--- src/rtl/flappy_game_ctrl.sv ---
// flappy_game_ctrl
// ----------------
// Top-level sequencer for the Flappy Bird game. It owns the IDLE/PLAY/LOST
// state and generates the physics tick. It scrolls two pipes whose gap heights
// come from an 8-bit LFSR, detects collisions and keeps a saturating score.
// The bird-motion FSM is gated through BirdRun/BirdStart, and its position
// comes back on XBird/YBird.
//
// Ports
//   Clk                  single clock
//   Reset                asynchronous, active-high
//   Start                level input: begins a game, and leaves LOST
//   XBird, YBird         bird top-left corner (10 bit each)
//   BirdRun              high while in PLAY
//   BirdStart            one-cycle pulse in the first PLAY cycle
//   Tick                 one-cycle physics pulse (PLAY and LOST only)
//   Pipe0X, Pipe1X       pipe left edges
//   Pipe0GapY, Pipe1GapY pipe gap top edges
//   Score                pipes passed, saturating at 255
//   q_Idle/q_Play/q_Lost one-hot state view (debug and board LEDs)
//
// Interface note: there are no valid/ready handshakes on this block. Start is
// a level. Tick is a strobe that the bird FSM samples on the same edge as this
// block.
//
// Every output comes straight from a flop.

module flappy_game_ctrl #(
  parameter int TICK_DIV     = 2000000,
  parameter int SCREEN_W     = 640,
  parameter int SCREEN_H     = 480,
  parameter int PIPE_SPACING = 320,
  parameter int PIPE_W       = 40,
  parameter int GAP_H        = 120,
  parameter int BIRD_SIZE    = 16,
  parameter int PIPE_SPEED   = 2,
  parameter int LOST_TICKS   = 32
) (
  input  logic       Clk,
  input  logic       Reset,
  input  logic       Start,
  input  logic [9:0] XBird,
  input  logic [9:0] YBird,
  output logic       BirdRun,
  output logic       BirdStart,
  output logic       Tick,
  output logic [9:0] Pipe0X,
  output logic [9:0] Pipe1X,
  output logic [9:0] Pipe0GapY,
  output logic [9:0] Pipe1GapY,
  output logic [7:0] Score,
  output logic       q_Idle,
  output logic       q_Play,
  output logic       q_Lost
);

  localparam int TCW = (TICK_DIV > 1) ? $clog2(TICK_DIV) : 1;
  localparam int LCW = $clog2(LOST_TICKS + 1);

  localparam logic [TCW-1:0] TICK_LAST  = TCW'(TICK_DIV - 1);
  localparam logic [LCW-1:0] LOST_MAX   = LCW'(LOST_TICKS);

  localparam logic [9:0]  PIPE0_RST = 10'(SCREEN_W);
  localparam logic [9:0]  PIPE1_RST = 10'(SCREEN_W + PIPE_SPACING);
  localparam logic [9:0]  GAP_RST   = 10'd180;
  localparam logic [9:0]  GAP_BASE  = 10'd60;
  localparam logic [7:0]  LFSR_RST  = 8'hA5;

  localparam logic [10:0] SCR_H11   = 11'(SCREEN_H);
  localparam logic [10:0] BIRD11    = 11'(BIRD_SIZE);
  localparam logic [10:0] PIPEW11   = 11'(PIPE_W);
  localparam logic [10:0] GAPH11    = 11'(GAP_H);
  localparam logic [10:0] SPEED11   = 11'(PIPE_SPEED);
  localparam logic [10:0] WRAP11    = 11'(2 * PIPE_SPACING - PIPE_SPEED);

  typedef enum logic [1:0] {
    S_IDLE = 2'd0,
    S_PLAY = 2'd1,
    S_LOST = 2'd2
  } state_t;

  state_t          state_q, state_d;

  logic [TCW-1:0]  tick_cnt_q;
  logic            tick_q;
  logic [LCW-1:0]  lost_cnt_q;
  logic            armed_q;
  logic [7:0]      lfsr_q;
  logic [9:0]      pipe0x_q, pipe1x_q;
  logic [9:0]      gap0_q, gap1_q;
  logic [7:0]      score_q;

  logic            bird_run_q, bird_start_q;
  logic            q_idle_q, q_play_q, q_lost_q;

  // ---------------------------------------------------------------------------
  // Per-tick datapath. All of it uses 11-bit sums so that XBird+BIRD_SIZE and
  // PipeX+PIPE_W cannot wrap.
  // ---------------------------------------------------------------------------
  logic [10:0] xb, yb;
  logic        floor_hit, ceil_hit, hit0, hit1, collide;
  logic [9:0]  pipe0x_n, pipe1x_n;
  logic        respawn0, respawn1;
  logic        pass0, pass1;
  logic [8:0]  score_sum;
  logic [7:0]  score_n;
  logic        lost_exit;

  function automatic logic pipe_hit(input logic [10:0] bx, input logic [10:0] by,
                                    input logic [9:0] px, input logic [9:0] gy);
    logic [10:0] px11, gy11;
    px11 = {1'b0, px};
    gy11 = {1'b0, gy};
    return (bx + BIRD11 > px11) && (bx < px11 + PIPE_W11_f()) &&
           ((by < gy11) || (by + BIRD11 > gy11 + GAPH11));
  endfunction

  function automatic logic [10:0] PIPE_W11_f();
    return PIPEW11;
  endfunction

  // Moves a pipe left by one step. A pipe at or inside the left edge jumps
  // two spacings to the right, which puts it one spacing behind its partner.
  function automatic logic [9:0] step_x(input logic [9:0] px);
    logic [10:0] px11;
    px11 = {1'b0, px};
    if (px11 <= SPEED11) return 10'(px11 + WRAP11);
    else                 return 10'(px11 - SPEED11);
  endfunction

  // The trailing edge crosses the bird's left edge on this tick.
  function automatic logic passed(input logic [10:0] bx, input logic [9:0] old_x,
                                  input logic [9:0] new_x);
    return ({1'b0, old_x} + PIPEW11 > bx) && ({1'b0, new_x} + PIPEW11 <= bx);
  endfunction

  always_comb begin
    xb        = {1'b0, XBird};
    yb        = {1'b0, YBird};
    floor_hit = (yb + BIRD11 >= SCR_H11);
    // If the bird flies above row 0, its 10-bit Y wraps to a large value.
    ceil_hit  = (yb >= SCR_H11);
    hit0      = pipe_hit(xb, yb, pipe0x_q, gap0_q);
    hit1      = pipe_hit(xb, yb, pipe1x_q, gap1_q);
    collide   = floor_hit | ceil_hit | hit0 | hit1;

    respawn0  = ({1'b0, pipe0x_q} <= SPEED11);
    respawn1  = ({1'b0, pipe1x_q} <= SPEED11);
    pipe0x_n  = step_x(pipe0x_q);
    pipe1x_n  = step_x(pipe1x_q);

    pass0     = passed(xb, pipe0x_q, pipe0x_n);
    pass1     = passed(xb, pipe1x_q, pipe1x_n);
    score_sum = {1'b0, score_q} + {8'd0, pass0} + {8'd0, pass1};
    score_n   = score_sum[8] ? 8'hFF : score_sum[7:0];

    lost_exit = (lost_cnt_q == LOST_MAX) && armed_q && Start;
  end

  // ---------------------------------------------------------------------------
  // FSM: state register / next state / registered-output decode
  // ---------------------------------------------------------------------------
  always_ff @(posedge Clk or posedge Reset) begin
    if (Reset) state_q <= S_IDLE;
    else       state_q <= state_d;
  end

  always_comb begin
    state_d = state_q;
    case (state_q)
      S_IDLE: if (Start)            state_d = S_PLAY;
      S_PLAY: if (tick_q && collide) state_d = S_LOST;
      S_LOST: if (lost_exit)        state_d = S_IDLE;
      default:                      state_d = S_IDLE;
    endcase
  end

  // The outputs are decoded from the next state and then registered, so the
  // output flops always agree with state_q.
  logic bird_run_d, bird_start_d, q_idle_d, q_play_d, q_lost_d;

  always_comb begin
    q_idle_d     = (state_d == S_IDLE);
    q_play_d     = (state_d == S_PLAY);
    q_lost_d     = (state_d == S_LOST);
    bird_run_d   = (state_d == S_PLAY);
    bird_start_d = (state_q == S_IDLE) && (state_d == S_PLAY);
  end

  always_ff @(posedge Clk or posedge Reset) begin
    if (Reset) begin
      q_idle_q     <= 1'b1;
      q_play_q     <= 1'b0;
      q_lost_q     <= 1'b0;
      bird_run_q   <= 1'b0;
      bird_start_q <= 1'b0;
    end else begin
      q_idle_q     <= q_idle_d;
      q_play_q     <= q_play_d;
      q_lost_q     <= q_lost_d;
      bird_run_q   <= bird_run_d;
      bird_start_q <= bird_start_d;
    end
  end

  // ---------------------------------------------------------------------------
  // Datapath registers
  // ---------------------------------------------------------------------------
  always_ff @(posedge Clk or posedge Reset) begin
    if (Reset) begin
      tick_cnt_q <= '0;
      tick_q     <= 1'b0;
      lost_cnt_q <= '0;
      armed_q    <= 1'b0;
      lfsr_q     <= LFSR_RST;
      pipe0x_q   <= PIPE0_RST;
      pipe1x_q   <= PIPE1_RST;
      gap0_q     <= GAP_RST;
      gap1_q     <= GAP_RST;
      score_q    <= '0;
    end else begin
      // Taps 8,6,5,4. The LFSR free-runs in every state, so the gap sequence
      // depends on how long the player waited before starting.
      lfsr_q <= {lfsr_q[6:0], lfsr_q[7] ^ lfsr_q[5] ^ lfsr_q[4] ^ lfsr_q[3]};

      case (state_q)
        S_PLAY, S_LOST: begin
          if (tick_cnt_q == TICK_LAST) begin
            tick_cnt_q <= '0;
            tick_q     <= 1'b1;
          end else begin
            tick_cnt_q <= tick_cnt_q + 1'b1;
            tick_q     <= 1'b0;
          end

          if (state_q == S_PLAY) begin
            if (tick_q) begin
              if (collide) begin
                // Freeze the playfield. The LOST bookkeeping starts from zero.
                lost_cnt_q <= '0;
                armed_q    <= 1'b0;
              end else begin
                pipe0x_q <= pipe0x_n;
                pipe1x_q <= pipe1x_n;
                if (respawn0) gap0_q <= GAP_BASE + {2'b00, lfsr_q};
                if (respawn1) gap1_q <= GAP_BASE + {2'b00, lfsr_q};
                score_q  <= score_n;
              end
            end
          end else begin
            if (tick_q && (lost_cnt_q != LOST_MAX)) lost_cnt_q <= lost_cnt_q + 1'b1;
            // A Start held from the previous game must be released before it
            // counts again.
            if (!Start) armed_q <= 1'b1;
            if (lost_exit) begin
              tick_cnt_q <= '0;
              tick_q     <= 1'b0;
              lost_cnt_q <= '0;
              armed_q    <= 1'b0;
              pipe0x_q   <= PIPE0_RST;
              pipe1x_q   <= PIPE1_RST;
              gap0_q     <= GAP_RST;
              gap1_q     <= GAP_RST;
              score_q    <= '0;
            end
          end
        end
        default: begin
          // IDLE, and any illegal encoding. The playfield is held at its reset
          // values, so entering PLAY needs no extra clearing.
          tick_cnt_q <= '0;
          tick_q     <= 1'b0;
          lost_cnt_q <= '0;
          armed_q    <= 1'b0;
          pipe0x_q   <= PIPE0_RST;
          pipe1x_q   <= PIPE1_RST;
          gap0_q     <= GAP_RST;
          gap1_q     <= GAP_RST;
          score_q    <= '0;
        end
      endcase
    end
  end

  assign BirdRun   = bird_run_q;
  assign BirdStart = bird_start_q;
  assign Tick      = tick_q;
  assign Pipe0X    = pipe0x_q;
  assign Pipe1X    = pipe1x_q;
  assign Pipe0GapY = gap0_q;
  assign Pipe1GapY = gap1_q;
  assign Score     = score_q;
  assign q_Idle    = q_idle_q;
  assign q_Play    = q_play_q;
  assign q_Lost    = q_lost_q;

endmodule

--- config.mk ---
export PLATFORM = sky130hd
export DESIGN_NAME = flappy_game_ctrl
export DESIGN_NICKNAME = d
export VERILOG_FILES = /design/src/rtl/flappy_game_ctrl.sv
export SDC_FILE = /design/constraint.sdc
export NUM_CORES = 1
export LEC_CHECK = 0
export CORE_MARGIN = 4
export CORE_UTILIZATION = 64
export CTS_BUF_LIST = sky130_fd_sc_hd__clkbuf_4 sky130_fd_sc_hd__clkbuf_8
export DETAILED_ROUTE_END_ITERATION = 10
export PLACE_DENSITY = 0.89
export SYNTH_ARGS = -nofsm -noshare
export SYNTH_HDL_FRONTEND = slang
export SYNTH_SLANG_ARGS = --single-unit
--- constraint.sdc ---
create_clock -name Clk -period 9.6 [get_ports Clk]
set_clock_uncertainty 0.15 [all_clocks]
set_input_delay 1.92 -clock Clk [delete_from_list [all_inputs] [get_ports Clk]]
set_output_delay 1.92 -clock Clk [all_outputs]
set_load 0.02 [all_outputs]
== Yosys cells after proc, flatten, opt, wreduce, memory -nomap -nowiden ==
Cells that the tools add are included.
Cells by class
  $add $sub $neg: 17
  bitwise logic cells: 6
  reduce and logical (&&, ||, !) cells: 21
  eq/ne operators: 15
  order comparisons: 16
  multiplexer cells: 53
Operators by type and width (count)
  2-to-1 mux 10 bit: 23
  2-to-1 mux 21 bit: 4
  2-to-1 mux 8 bit: 6
  adder 10 x 6 -> 11 bit, second input constant: 4
  > comparator 11 x 10 -> 1 bit: 4
  2-to-1 mux 6 bit: 6
  adder 10 x 5 -> 11 bit, second input constant: 2
  adder 10 x 7 -> 11 bit, second input constant: 2
  > comparator 11 bit: 2
  <= comparator 11 x 10 -> 1 bit: 2
  less-than comparator 10 x 11 -> 1 bit: 2
  adder 21 x 1 -> 21 bit, second input constant: 1
  equality test 21 bit, second input constant: 1
  adder 10 bit, second input constant: 2
  <= comparator 10 x 2 -> 1 bit, second input constant: 2
  less-than comparator 10 bit: 2
  subtractor 10 x 2 -> 10 bit, second input constant: 2
  inequality test 3 bit, second input constant: 6
  greater-or-equal comparator 11 x 9 -> 1 bit, second input constant: 1
  logical AND 1 bit: 11
  greater-or-equal comparator 10 x 9 -> 1 bit, second input constant: 1
  2-to-1 mux 1 bit: 10
  adder 6 x 8 -> 9 bit, first input constant: 1
  adder 8 x 1 -> 9 bit: 1
  16 further kinds: 30
Storage, ports and cells
  output and inout bits: 54
  bits in registers: 91
  bits of input ports: 23
  logic and storage cells: 143

== Logic depth before layout (Yosys ltp) ==
  depth in word-level cells: 12
  gate-level depth with buffers: 24
  depth with buffers taken out: 24

== Least setup slack after synthesis ==
No wires, ideal clock.
  path kind: input port to flip-flop
  start: input XBird[4]
  end: register score_q[4] (netlist: Score[4])
  library setup time: 0.076 ns
  path slack: 4.551 ns
  arrival: 4.822 ns
  stages on the path: 19
  path buffers: 0
  data required time: 9.374 ns
  cells stage by stage: inv_1 ha_1 a21o_1 a21o_1 a21oi_1 o21ai_0 a21o_1 a21o_1 a21oi_1 o21ai_0 fa_1 inv_1 ha_1 nand3_1 nor3_1 nand3_1 o21ai_0 o21ai_0 o21ai_1
On the way
  longest elaborated chain between the ends: 9
  elaborated cells on any way between the ends: 26
  classes of those cells: 3 x add/sub; 8 x order compare; 1 x eq/ne; 5 x mux; 2 x bitwise; 7 x reduce/logical
Ends and longest elaborated chain
  start: declaration: line 42  | input logic [9:0] XBird,
  > comparator 11 x 10 -> 1 bit / <= comparator 11 x 10 -> 1 bit (equally long branches): line 134  | return ({1'b0, old_x} + PIPEW11 > bx) && ({1'b0, new_x} + PIPEW11 <= bx);
  logical AND 1 bit: line 134
  adder 8 x 1 -> 9 bit: line 154  | score_sum = {1'b0, score_q} + {8'd0, pass0} + {8'd0, pass1};
  adder 9 x 1 -> 9 bit: line 154
  2-to-1 mux 8 bit: line 155  | score_n = score_sum[8] ? 8'hFF : score_sum[7:0];
  2-to-1 mux 8 bit: line 238  | if (collide) begin
  2-to-1 mux 8 bit: line 237  | if (tick_q) begin
  2-to-1 mux 8 bit: line 236  | if (state_q == S_PLAY) begin
  2-to-1 mux 8 bit: line 226  | case (state_q)
  end signal: assignment: line 247  | score_q <= score_n;
  end: declaration: line 91  | logic [7:0] score_q;
Parallel ways exist; a longest one is shown, timed or not. The select of a mux whose other input is x is not followed.
A chain may end at the register's enable or synchronous reset.

== Worst setup path after layout ==
  start: input XBird[6]
  end: register pipe1x_q[1] (netlist: Pipe1X[1])
On the way
  longest elaborated chain between the ends: 8
  elaborated cells on any way between the ends: 13
  classes of those cells: 1 x add/sub; 4 x order compare; 1 x eq/ne; 2 x bitwise; 5 x reduce/logical
Ends and longest elaborated chain
  adder 10 x 5 -> 11 bit: line 114  | return (bx + BIRD11 > px11) && (bx < px11 + PIPE_W11_f()) &&
  > comparator 11 x 10 -> 1 bit: line 114
  logical AND 1 bit (2 in series): line 114
  OR 1 bit: line 145  | collide = floor_hit | ceil_hit | hit0 | hit1;
  OR 1 bit *: line 145
  inequality test 3 bit (no source line) *
  AND reduction 3 bit (no source line) *
  end signal: assignment: line 244  | pipe1x_q <= pipe1x_n;
  end: declaration: line 89  | logic [9:0] pipe0x_q, pipe1x_q;
Mark *: on every way between the ends. The rest lies on a longest branch, timed or not.

==> run metrics <==
max frequency 0.168 GHz; main combinational cell family by area after synthesis adder cells; CTS tree built; GR Util met1 37.3%; DR vias/cell 6.37; crit path DAT 6.09 ns; largest net degree at the start of global routing 88; Final Hold Fails 0; r2r setup slk 3.87 ns; P_leak 0.00380 µW; Final Slew Violations 0; die footprint 13,200 µm²; Synth Cell Area 7290 µm²; Worst EP required 9.73 ns; Post-synth ARST share 100%; clock-pin slew of the registers on the worst-case setup and hold paths 0.09 ns; max-cap viol count 0; routability cong. 1.03; area leader, netlist dfrtp_1; Tcrit/Tclk final 62.1%; most common cell in the netlist ha_1; setup_tns 0 ns; DR iter-0 viols 556; drt pass-1 iters 6; clk root buf clkbuf_8; Post-DP HPWL 15,300 µm; cell area power density 158 nW/µm²; H-Tree Depth 3; Adder-Cell Fraction of Synth Area 19.2%; number of synthesized flops with an enable pin 0; syn_area_per_cell 8.88 µm²; Post-Synthesis Cells 821; Synth Area in XOR/XNOR 8.89%; fraction of the mapped netlist area in compound gates 16.4%; DRT Wirelength 19,100 µm; PostCTS Resize Cnt 0; Tmin final 5.96 ns; synthesis-to-layout area growth 13.9%; Startpoint Class input port; maximum clock path buffer count 2; port buffer count 72; share of cells above drive strength 1 5.69%; GRT Residual Overflow 0; Yosys reg bits 87; initial antenna violation count 0; gr usage total 29.9%; gr busiest metal met2; Initial Util 66.4%; Overall Power 1310 µW; final setup fails 0; Slew HR 24.2%; IO Count 77; core area 11,000 µm²; count of standard-cell rows 38; Antenna diodes 0; Min Hold Slack 0.270 ns; Die Y 115 µm; fin util 75.6%; Setup CP Type in2reg; YS warnings 0; worst-skew pair later-pin latency 0.37 ns; mux cell area share after synthesis 1.73%; number of global-route vias before repair 6,637; part of the Yosys area used for sequential elements 30.2%; CTS buffer count 9; status finished clean; drt wl/cell 18.5 µm; DRC Markers 0; Yosys top cell area share 23.3%; Slew @ Worst Pin 1.14 ns; commonest cells in the netlist ha_1, inv_1, dfrtp_1, nor2_1, xnor2_1; Final ANT Viol Nets 0; grt met2 use 50.3%; simple-gate portion of the synthesized area 17.9%; capturing element type of the critical path flip-flop; Worst VDD drop 164 µV; Die Width 115 µm; CTS sink cnt 87; Synth area leaders dfrtp_1, ha_1, xnor2_1, dfstp_2, inv_1; top_reg_cell synth dfrtp_1; count of different cell masters after synthesis 69; post-place setup slack 3.35 ns; routed vias 6,597; nets 1,025; RSZ-0062 raised after global routing false; post-CTS setup buffers 0; Setup WS post-layout 3.64 ns; first-pass GRT wire length 31,600 µm; worst-path fanout max 28; Post-CTS Hold Buffers 0; GR Layer Usage met3 4.86%; Worst Hold Class reg2reg
==> sequential cells by signal (all words and copies together), names as in the netlist <==
name / count
q_Play: 1
state_q: 2
Pipe1GapY: 9
tick_cnt_q: 21
Score: 8
q_Lost: 1
armed_q: 1
BirdStart: 1
Tick: 1
q_Idle: 1
lost_cnt_q: 6
Pipe0X: 9
Pipe0GapY: 9
lfsr_q: 8
Pipe1X: 9
==> logic make-up (layout without fill, tap and decap cells) <==
kind of cell,after synthesis,in the layout
and+or+nand+nor,252,252
AOI/OAI and AO/OA,181,181
adders and majority gates,111,111
buffers and inverters,103,175
DFF,87,87
xor gates and xnor gates,74,74
muxes,12,12
other,1,4
==> placed cells by master, fill, tap and decap left out, types with 7 or more instances in the layout <==
cell / netlist / layout
o22ai_1: 10 / 10
o21ai_0: 35 / 35
a21oi_1: 44 / 44
dfrtp_1: 68 / 68
a211oi_1: 7 / 7
nor2_1: 68 / 68
ha_1: 110 / 110
clkbuf_8: 0 / 9
xnor2_1: 58 / 58
nand4_1: 13 / 13
and3_1: 11 / 11
dfstp_2: 19 / 19
nor4_1: 9 / 9
inv_1: 85 / 84
nand3_1: 46 / 46
clkdlybuf4s50_1: 0 / 72
a21o_1: 21 / 21
nor3_1: 24 / 24
mux2i_1: 7 / 7
nand2_1: 37 / 37
xor2_1: 16 / 16
o31ai_1: 7 / 7
==> layer usage <==
layer / vias to the layer above / wire length, µm / part of all wire [%]
met5: - / 0 / 0
met4: 0 / 863 / 4.5
met3: 74 / 1320 / 6.9
met2: 280 / 9140 / 48
met1: 3171 / 7800 / 41
li1: 3072 / - / -
==> where the power goes <==
part           internal (µW)  switching (µW)
logic                    252             395
clock network            101             141
registers                393            25.6
total                    746             562
==> layout make-up <==
| type | count | area [µm²] |
|---|---|---|
| well taps | 140 | 175 |
| clock inverters | 6 | 53.8 |
| multi-input cells | 634 | 4680 |
| repair buffers | 74 | 736 |
| inverters | 85 | 320 |
| clock buffers | 10 | 131 |
| flip-flops and latches | 87 | 2200 |
| fillers | 795 | 2680 |
==> per-stage QoR <==
step | area, µm² | cells
after global placement | 8110 | 1020
after CTS | 8300 | 1036
after global routing | 8300 | 1036
after detailed placement | 8110 | 1020
final | 8300 | 1036
after floorplan | 7300 | 824
==> critical path, stage by stage <==
cell and delay (ns):
clkdlybuf4s50_1 0.54, inv_1 0.14, nor3_1 0.25, nand3_1 0.13, xnor2_1 0.25, ha_1 0.30
a21oi_1 0.21, o21ai_0 0.12, o21ai_0 0.26, a221oi_2 0.19, nor4_4 0.53, or2_1 0.94
mux2i_1 0.29
==> path summary, 6_finish.rpt <==
check | start | endpoint | depth (start not counted)
max in group asynchronous | Reset | Pipe1GapY[3] | 3
worst min register to register | lfsr_q[1] | lfsr_q[2] | 0
worst max-delay path | XBird[6] | Pipe1X[1] | 13
min in group asynchronous | Reset | BirdStart | 3
worst min-delay path | lfsr_q[1] | lfsr_q[2] | 0
worst max register to register | Pipe1X[5] | Score[2] | 20
Note: power is estimated with default switching activity, not from simulation.
